==> src/rtl/seg_memory_access.sv <==
// seg_memory_access: MEM stage of the 5-stage MIPS pipeline.
// Runs loads/stores against an external data RAM over a req/ack handshake,
// stalls upstream while an access is pending and registers results into
// the MEM/WB boundary.
// Ports: i_clk/i_rst (async, active-high); execute-stage inputs i_valid,
// i_ALU_result, i_write_data, i_write_register, i_ctrl_wb_bus, i_ctrl_mem_bus;
// RAM side o_mem_req/we/addr/wdata/be with i_mem_ack/i_mem_rdata;
// o_stall to upstream; MEM/WB outputs o_valid, o_read_data, o_ALU_result,
// o_write_register, o_ctrl_wb_bus, o_misaligned, o_mem_err.
// Optional feature: define MEM_TIMEOUT_EN to enable the ack watchdog.
module seg_memory_access #(
    parameter int LEN            = 32,
    parameter int NB_ADDR        = 5,
    parameter int NB_CTRL_WB     = 2,
    parameter int NB_CTRL_M      = 9,
    parameter int TIMEOUT_CYCLES = 16
) (
    input  logic                  i_clk,
    input  logic                  i_rst,
    input  logic                  i_valid,
    input  logic [LEN-1:0]        i_ALU_result,
    input  logic [LEN-1:0]        i_write_data,
    input  logic [NB_ADDR-1:0]    i_write_register,
    input  logic [NB_CTRL_WB-1:0] i_ctrl_wb_bus,
    input  logic [NB_CTRL_M-1:0]  i_ctrl_mem_bus,
    input  logic                  i_mem_ack,
    input  logic [LEN-1:0]        i_mem_rdata,
    output logic                  o_mem_req,
    output logic                  o_mem_we,
    output logic [LEN-1:0]        o_mem_addr,
    output logic [LEN-1:0]        o_mem_wdata,
    output logic [3:0]            o_mem_be,
    output logic                  o_stall,
    output logic                  o_valid,
    output logic [LEN-1:0]        o_read_data,
    output logic [LEN-1:0]        o_ALU_result,
    output logic [NB_ADDR-1:0]    o_write_register,
    output logic [NB_CTRL_WB-1:0] o_ctrl_wb_bus,
    output logic                  o_misaligned,
    output logic                  o_mem_err
);

    typedef enum logic {S_IDLE, S_ACCESS} state_t;

    state_t                state_q, state_d;
    logic                  req_q, req_d;
    logic                  we_q, we_d;
    logic [LEN-1:0]        addr_q, addr_d;
    logic [LEN-1:0]        wdata_q, wdata_d;
    logic [3:0]            be_q, be_d;
    logic                  valid_q, valid_d;
    logic [LEN-1:0]        rdata_q, rdata_d;
    logic [LEN-1:0]        alu_q, alu_d;
    logic [NB_ADDR-1:0]    wreg_q, wreg_d;
    logic [NB_CTRL_WB-1:0] wb_q, wb_d;
    logic                  mis_q, mis_d;
    logic                  err_d;

    logic       mem_rd, mem_wr, is_uns, memop, aligned, start, misaligned;
    logic       is_load, abort;
    logic [1:0] size, lane;
    logic [3:0]     be_calc;
    logic [LEN-1:0] wdata_calc, ld_data;
    logic [7:0]     ld_byte;
    logic [15:0]    ld_half;

    assign mem_rd  = i_ctrl_mem_bus[6];
    assign mem_wr  = i_ctrl_mem_bus[5];
    assign size    = i_ctrl_mem_bus[4:3];
    assign is_uns  = i_ctrl_mem_bus[2];
    assign lane    = i_ALU_result[1:0];
    assign memop   = i_valid & (mem_rd | mem_wr);
    // Store wins when both MemRead and MemWrite are set.
    assign is_load = mem_rd & ~mem_wr;

    always_comb begin
        aligned = 1'b1;
        if (size[1])
            aligned = (lane == 2'b00);
        else if (size[0])
            aligned = ~lane[0];
    end

    assign start      = memop & aligned;
    assign misaligned = memop & ~aligned;

    always_comb begin
        be_calc    = 4'b1111;
        wdata_calc = i_write_data;
        if (!size[1]) begin
            if (size[0]) begin
                be_calc    = lane[1] ? 4'b1100 : 4'b0011;
                wdata_calc = {2{i_write_data[15:0]}};
            end else begin
                be_calc    = 4'b0001 << lane;
                wdata_calc = {4{i_write_data[7:0]}};
            end
        end
    end

    assign ld_byte = i_mem_rdata[{lane, 3'b000} +: 8];
    assign ld_half = lane[1] ? i_mem_rdata[31:16] : i_mem_rdata[15:0];

    always_comb begin
        ld_data = i_mem_rdata;
        if (!size[1]) begin
            if (size[0])
                ld_data = {{16{~is_uns & ld_half[15]}}, ld_half};
            else
                ld_data = {{24{~is_uns & ld_byte[7]}}, ld_byte};
        end
    end

    logic unused_ok;
    assign unused_ok = ^{i_ctrl_mem_bus[NB_CTRL_M-1:7],
                         i_ctrl_mem_bus[1:0]};

`ifdef MEM_TIMEOUT_EN
    localparam int NB_CNT = $clog2(TIMEOUT_CYCLES + 1);

    logic [NB_CNT-1:0] cnt_q, cnt_d;
    logic              err_q;

    // Abort in the TIMEOUT_CYCLES-th ACCESS cycle that sees no ack.
    assign abort = (state_q == S_ACCESS) & ~i_mem_ack &
                   (cnt_q == NB_CNT'(TIMEOUT_CYCLES - 1));

    always_comb begin
        cnt_d = cnt_q;
        if (state_q == S_IDLE)
            cnt_d = '0;
        else if (!i_mem_ack && !abort)
            cnt_d = cnt_q + 1'b1;
    end

    always_ff @(posedge i_clk or posedge i_rst) begin
        if (i_rst) begin
            cnt_q <= '0;
            err_q <= 1'b0;
        end else begin
            cnt_q <= cnt_d;
            err_q <= err_d;
        end
    end

    assign o_mem_err = err_q;
`else
    localparam int unused_timeout = TIMEOUT_CYCLES;

    assign abort     = 1'b0;
    assign o_mem_err = 1'b0;
`endif

    always_comb begin
        state_d = state_q;
        req_d   = req_q;
        we_d    = we_q;
        addr_d  = addr_q;
        wdata_d = wdata_q;
        be_d    = be_q;
        valid_d = 1'b0;
        rdata_d = rdata_q;
        alu_d   = alu_q;
        wreg_d  = wreg_q;
        wb_d    = wb_q;
        mis_d   = 1'b0;
        err_d   = 1'b0;
        o_stall = 1'b0;
        unique case (state_q)
            S_IDLE: begin
                if (start) begin
                    o_stall = 1'b1;
                    state_d = S_ACCESS;
                    req_d   = 1'b1;
                    we_d    = mem_wr;
                    addr_d  = {i_ALU_result[LEN-1:2], 2'b00};
                    wdata_d = wdata_calc;
                    be_d    = be_calc;
                end else begin
                    // Plain ops, bubbles and misaligned faults all pass
                    // through in one cycle; stray acks are ignored here.
                    valid_d = i_valid;
                    alu_d   = i_ALU_result;
                    wreg_d  = i_write_register;
                    wb_d    = misaligned ? '0 : i_ctrl_wb_bus;
                    rdata_d = '0;
                    mis_d   = misaligned;
                end
            end
            S_ACCESS: begin
                if (i_mem_ack || abort) begin
                    state_d = S_IDLE;
                    req_d   = 1'b0;
                    valid_d = 1'b1;
                    alu_d   = i_ALU_result;
                    wreg_d  = i_write_register;
                    wb_d    = abort ? '0 : i_ctrl_wb_bus;
                    rdata_d = (is_load && !abort) ? ld_data : '0;
                    err_d   = abort;
                end else begin
                    o_stall = 1'b1;
                end
            end
            default: state_d = S_IDLE;
        endcase
    end

    always_ff @(posedge i_clk or posedge i_rst) begin
        if (i_rst) begin
            state_q <= S_IDLE;
            req_q   <= 1'b0;
            we_q    <= 1'b0;
            addr_q  <= '0;
            wdata_q <= '0;
            be_q    <= '0;
            valid_q <= 1'b0;
            rdata_q <= '0;
            alu_q   <= '0;
            wreg_q  <= '0;
            wb_q    <= '0;
            mis_q   <= 1'b0;
        end else begin
            state_q <= state_d;
            req_q   <= req_d;
            we_q    <= we_d;
            addr_q  <= addr_d;
            wdata_q <= wdata_d;
            be_q    <= be_d;
            valid_q <= valid_d;
            rdata_q <= rdata_d;
            alu_q   <= alu_d;
            wreg_q  <= wreg_d;
            wb_q    <= wb_d;
            mis_q   <= mis_d;
        end
    end

    assign o_mem_req        = req_q;
    assign o_mem_we         = we_q;
    assign o_mem_addr       = addr_q;
    assign o_mem_wdata      = wdata_q;
    assign o_mem_be         = be_q;
    assign o_valid          = valid_q;
    assign o_read_data      = rdata_q;
    assign o_ALU_result     = alu_q;
    assign o_write_register = wreg_q;
    assign o_ctrl_wb_bus    = wb_q;
    assign o_misaligned     = mis_q;

endmodule

==> config.mk <==
export PLATFORM = sky130hd
export DESIGN_NAME = seg_memory_access
export DESIGN_NICKNAME = d
export VERILOG_FILES = /design/src/rtl/seg_memory_access.sv
export SDC_FILE = /design/constraint.sdc
export NUM_CORES = 1
export LEC_CHECK = 0
export ABC_AREA = 1
export BUFFER_PORTS_ARGS = -buffer_cell sky130_fd_sc_hd__clkbuf_2
export CAP_MARGIN = 20
export CORE_MARGIN = 1.5
export CORE_UTILIZATION = 40
export DETAILED_ROUTE_END_ITERATION = 10
export HOLD_SLACK_MARGIN = 0.05
export MAX_ROUTING_LAYER = met4
export PLACE_DENSITY = 0.71
export SETUP_SLACK_MARGIN = 0.15
export SLEW_MARGIN = 20
export SYNTH_ARGS = -nofsm -noshare
export SYNTH_HDL_FRONTEND = slang
export SYNTH_SLANG_ARGS = --single-unit
==> constraint.sdc <==
create_clock -name i_clk -period 5.7 [get_ports i_clk]
set_clock_uncertainty 0.2 [all_clocks]
set_input_delay 0.285 -clock i_clk [delete_from_list [all_inputs] [get_ports i_clk]]
set_output_delay 0.285 -clock i_clk [all_outputs]
set_load 0.05 [all_outputs]
[Word level (Yosys, flattened, before mapping)]
Index checks and enable logic that the tools add are counted.
Storage, ports and cells
  bits in registers: 142
  input bits: 116
  output and inout bits: 145
  logic and storage cells: 68
Cells by class
  eq/ne operators: 3
  shifts and indexed selects: 2
  multiplexer cells: 35
  bitwise logic cells: 12
  reductions and logical operators: 4
Operators with widths (number)
  $mux 32: 9
  $pmux 32 s2: 2
  $shiftx 32x6->8: 1
  $mux 16: 1
  $mux 4: 3
  $mux 1: 10
  $mux 5: 2
  $pmux 5 s2: 1
  $and 1x1->1: 6
  $mux 2: 3
  $ne 2x2->1 const B: 3
  $pmux 1 s2: 3
  $reduce_and 2->1: 3
  $not 1->1: 5
  $pmux 2 s2: 1
  $shl 1x2->4 const A: 1
  $logic_not 2->1: 1
  $or 1x1->1: 1

[Longest topological paths before layout]
  word-level depth: 8
  depth in mapped cells: 10
  gate-level depth less buffers: 10

[Least setup slack after synthesis]
No wires, ideal clock.
  path type: reg2out
  start point: register state_q
  end point: output port o_stall
  arrival time: 1.105 ns
  data required time: 5.215 ns
  path slack: 4.110 ns
  cell stages (with the launch flop): 6
  buffers on the path: 2
  cell sequence: dfrtp_1 -> nor2_1 -> nand3_2 -> nand2_2 -> buf_6 -> buf_6
Between the ends
  word-level cells in the longest chain between the ends: 2
Ends and longest elaborated chain
  start: declaration: line 45  | state_t state_q, state_d;
  start signal: assignment: line 223  | state_q <= state_d;
  $not 1->1 (no source line)
  $pmux 1 s2 *: line 169  | unique case (state_q)
  end: declaration: line 33  | output logic o_stall,
Mark *: on every way between the ends. The rest lies on a longest branch, timed or not.

[Worst setup path in the final report]
  start point: input port i_ALU_result[0]
  end point: register alu_q[16] (netlist: o_ALU_result[16])
Between the ends
  word-level cells in the longest chain between the ends: 6
  elaborated cells between the ends (all ways): 7
  classes of those cells: 1 x eq/ne; 2 x mux; 2 x bitwise; 2 x reduce/logical
Ends and longest elaborated chain
  start: declaration: line 21  | input logic [LEN-1:0] i_ALU_result,
  $not 1->1: line 81  | aligned = ~lane[0];
  $mux 1: line 80  | else if (size[0])
  $mux 1 *: line 78  | if (size[1])
  $and 1x1->1 *: line 84  | assign start = memop & aligned;
  $ne 2x2->1 (no source line) *
  $reduce_and 2->1 (no source line) *
  end signal: assignment: line 231  | alu_q <= alu_d;
  end: declaration: line 53  | logic [LEN-1:0] alu_q, alu_d;
Marked as above.
A chain may end at the register's enable or synchronous reset.

==> out/metrics.csv <==
stage;metric;value;unit
status;status;finished clean;
finish;share of post-route cells with drive strength above 1;0.263;
sta;hold_ws;0.0625;ns
clock_network;Clk Latency, worst-skew pair;0.41;ns
synthesis;Syn Inst Count;799;
synthesis;Yosys top cell by area;dfrtp_1;
power_and_ir_drop;clock share of power;0.330;
power_and_ir_drop;LEAKAGE;5.23;nW
floorplan;Die Y;129;µm
global_routing;vias in the first global route;6110;
global_routing;first-pass GRT wire length;30.9;mm
floorplan;Rows;46;
detailed_routing;Routed WL per cell;14.9;µm
finish;antenna cell count;0;
worst_setup_path;crit path max fanout;74;
placed_design;dpl ws;2.99;ns
global_routing;gr usage total;0.246;
placed_design;Placement Cell Area;7730;µm²
clock_network;PostCTS Resize Cnt;0;
worst_setup_path;critical path type;in2reg;
finish;Register Area;3550;µm²
sta;setup TNS;0;ns
detailed_routing;vias;6556;
clock_network;clock tree sinks;142;
synthesis;Syn Area/Cell;7.99;µm²
clock_network;Root Buffer;clkbuf_16;
detailed_routing;post-route ant nets;0;
synthesis;Post-Syn Area;6380;µm²
floorplan;io pins;261;
finish;multi-input logic area;2330;µm²
sta;Fmax;389;MHz
min_path;Hold Crit Class;in2reg;
finish;synthesis-to-finish area growth;47.6;%
sta;min Tclk post-route;2.57;ns
worst_setup_path;Startpoint Class;primary input;
global_routing;antenna violations before repair;0;
floorplan;Die Area;16700;µm²
power_and_ir_drop;Sw Ratio;0.396;
sta;Fin. Hold Viols;0;
worst_setup_path;Crit path largest cell delay;0.65;ns
power_and_ir_drop;Max VDD drop;0.000216;V
floorplan;area of the core;15700;µm²
detailed_routing;DR pass1 iterations;7;
power_and_ir_drop;Net Switching;1.47;mW
global_routing;largest net degree at the start of global routing;111;
power_and_ir_drop;P per Cell Area;395;nW/µm²
global_routing;total grt overflow;0;
detailed_routing;DR vias/cell;4.79;
worst_setup_path;required time worst endpoint;5.75;ns
sta;final slew viol count;0;
clock_network;post-CTS setup buffers;0;
worst_setup_path;worst path cell trace;dlygate4sd3_1, clkbuf_2, inv_2, nand2_2, nand2_1, nand3_4, nand2_4, buf_4, o21ai_0;
sta;post-route clock period utilization;0.451;
finish;layout filler cell count;1351;
power_and_ir_drop;Seq pwr share;0.342;
synthesis;warnings from Yosys;0;
detailed_routing;# DRC;0;
worst_setup_path;CP Capture Type;flip-flop;
clock_network;clk buf depth;2;
finish;final instance area;9430;µm²
synthesis;Synth Register Bits;142;
synthesis;post-synthesis sequential area ratio;0.557;
clock_network;Num CTS Buffers;17;
placed_design;PortBufs;253;
power_and_ir_drop;P_int;2.25;mW
finish;# nets final;1257;
sta;final worst-path setup slack;3.13;ns
sta;Setup violations, final;0;
synthesis;top cells by area, synth;dfrtp_1 (56%), nand2_1 (20%), o21ai_0 (7.1%);
placed_design;post-DP HPWL;12.7;mm
floorplan;Starting Density;0.406;
sta;Least-Margin Pin Slew;1.05;ns
clock_network;hold_buf cts;104;
finish;Core Util, Final;0.600;
power_and_ir_drop;logic gate share of total power;0.328;
clock_network;clock-pin slew on the worst setup and hold paths;0.06;ns
sta;RSZ-0062 raised after global routing;no;
clock_network;CTS tree;built;
worst_setup_path;Critical Path Slowest Stage Cell;buf_4;
floorplan;Die Width;129;µm
synthesis;post-synth top area share;0.557;
placed_design;gpl congestion;0.901;
job;max_cap viols;0;
sta;slew margin rel.;0.299;
detailed_routing;Starting DRT DRC Count;469;
synthesis;synth unique cells;23;
worst_setup_path;critical path data arrival time;2.62;ns
clock_network;H-tree depth;4;
detailed_routing;Detailed Route WL;20.4;mm
-- cells in the final DEF (no fill, tap or decap), types with 4 or more instances in the layout --
master	synthesis	final
a21oi_1	17	17
buf_4	9	5
bufinv_16	0	5
clkbuf_16	0	17
clkbuf_2	0	253
dfrtp_1	142	142
dlygate4sd3_1	0	104
inv_1	66	65
inv_2	4	4
nand2_1	345	345
nand3_1	20	20
nor2_1	35	35
o21a_1	8	8
o21ai_0	90	90
o21ai_1	19	19
-- per-layer routing --
metal	GRT usage	wire length [µm]
met4	0.103	600
met5	-	0
met2	0.401	9740
met1	0.291	8280
met3	0.0603	1810
-- critical path, delay by kind of cell --
| family | cells | cell delay (ns) |
|---|---|---|
| AO/OA/AOI/OAI | 1 | 0.20 |
| buffers and inverters | 4 | 1.47 |
| AND/OR/NAND/NOR | 4 | 0.61 |
-- Yosys cell counts --
master and count:
nand2_1 345, dfrtp_1 142, o21ai_0 90, inv_1 66, nor2_1 35, nand3_1 20
o21ai_1 19, a21oi_1 17, buf_2 16, clkbuf_1 10, buf_4 9, o21a_1 8
buf_6 6, inv_2 4, nand2_2 3, clkinv_1 2, a21oi_4 1, conb_1 1
nand3_2 1, nand3_4 1, nor2_4 1, nor3_1 1, o21ai_2 1
-- registers in the layout, indices dropped and copies added, names as in the netlist --
register          count
o_read_data          32
o_misaligned          1
o_valid               1
o_mem_req             1
state_q               1
o_mem_we              1
o_mem_be              4
o_ALU_result         32
o_mem_wdata          32
o_write_register      5
o_ctrl_wb_bus         2
o_mem_addr           30
-- area by class of cell --
cell class                      count  area share
Inverter                           72      0.0292
Timing Repair Buffer              362       0.249
Multi-Input combinational cell    546       0.247
Sequential cell                   142       0.377
Tap cell                          216      0.0287
Clock inverter                     14      0.0227
Clock buffer                       18      0.0466
-- power by group through the flow --
| stage | clock [mW] | sequential (mW) | combinational (mW) |
|---|---|---|---|
| floorplan | 0 | 1.88 | 0.265 |
| global placement | 0 | 1.28 | 1.15 |
| detailed placement | 0 | 1.29 | 1.16 |
| CTS | 1.25 | 1.27 | 1.22 |
| global route | 1.29 | 1.29 | 1.29 |
| finish | 1.23 | 1.27 | 1.22 |
-- logic make-up (layout without fill, tap and decap cells) --
kind of cell,count (synthesis),count (layout),synth area share
other,1,3,0.000587
buffers and inverters,113,466,0.0819
and+or+nand+nor,407,407,0.249
DFF,142,142,0.557
AOI/OAI and AO/OA,136,136,0.112
-- metrics by stage --
step	std cells	power [mW]
2_1_floorplan	801	2.14
3_3_place_gp	1234	2.43
3_5_place_dp	1234	2.44
4_1_cts	1370	3.74
5_1_grt	1370	3.88
6_report	1370	3.72
-- worst paths after layout --
kind / depth (start not counted) / from / to / slack [ns]
max: 9 / i_ALU_result[0] / o_ALU_result[16] / 3.13
min: 5 / i_mem_rdata[23] / o_read_data[23] / 0.06
max reg2reg: 5 / state_q / o_ALU_result[16] / 3.36
min reg2reg: 2 / o_ctrl_wb_bus[1] / o_ctrl_wb_bus[1] / 0.27
max in group asynchronous: 4 / i_rst / o_ctrl_wb_bus[1] / 3.57
min in group asynchronous: 3 / i_rst / o_valid / 0.36
No activity file was read; power rests on OpenSTA's default activity.
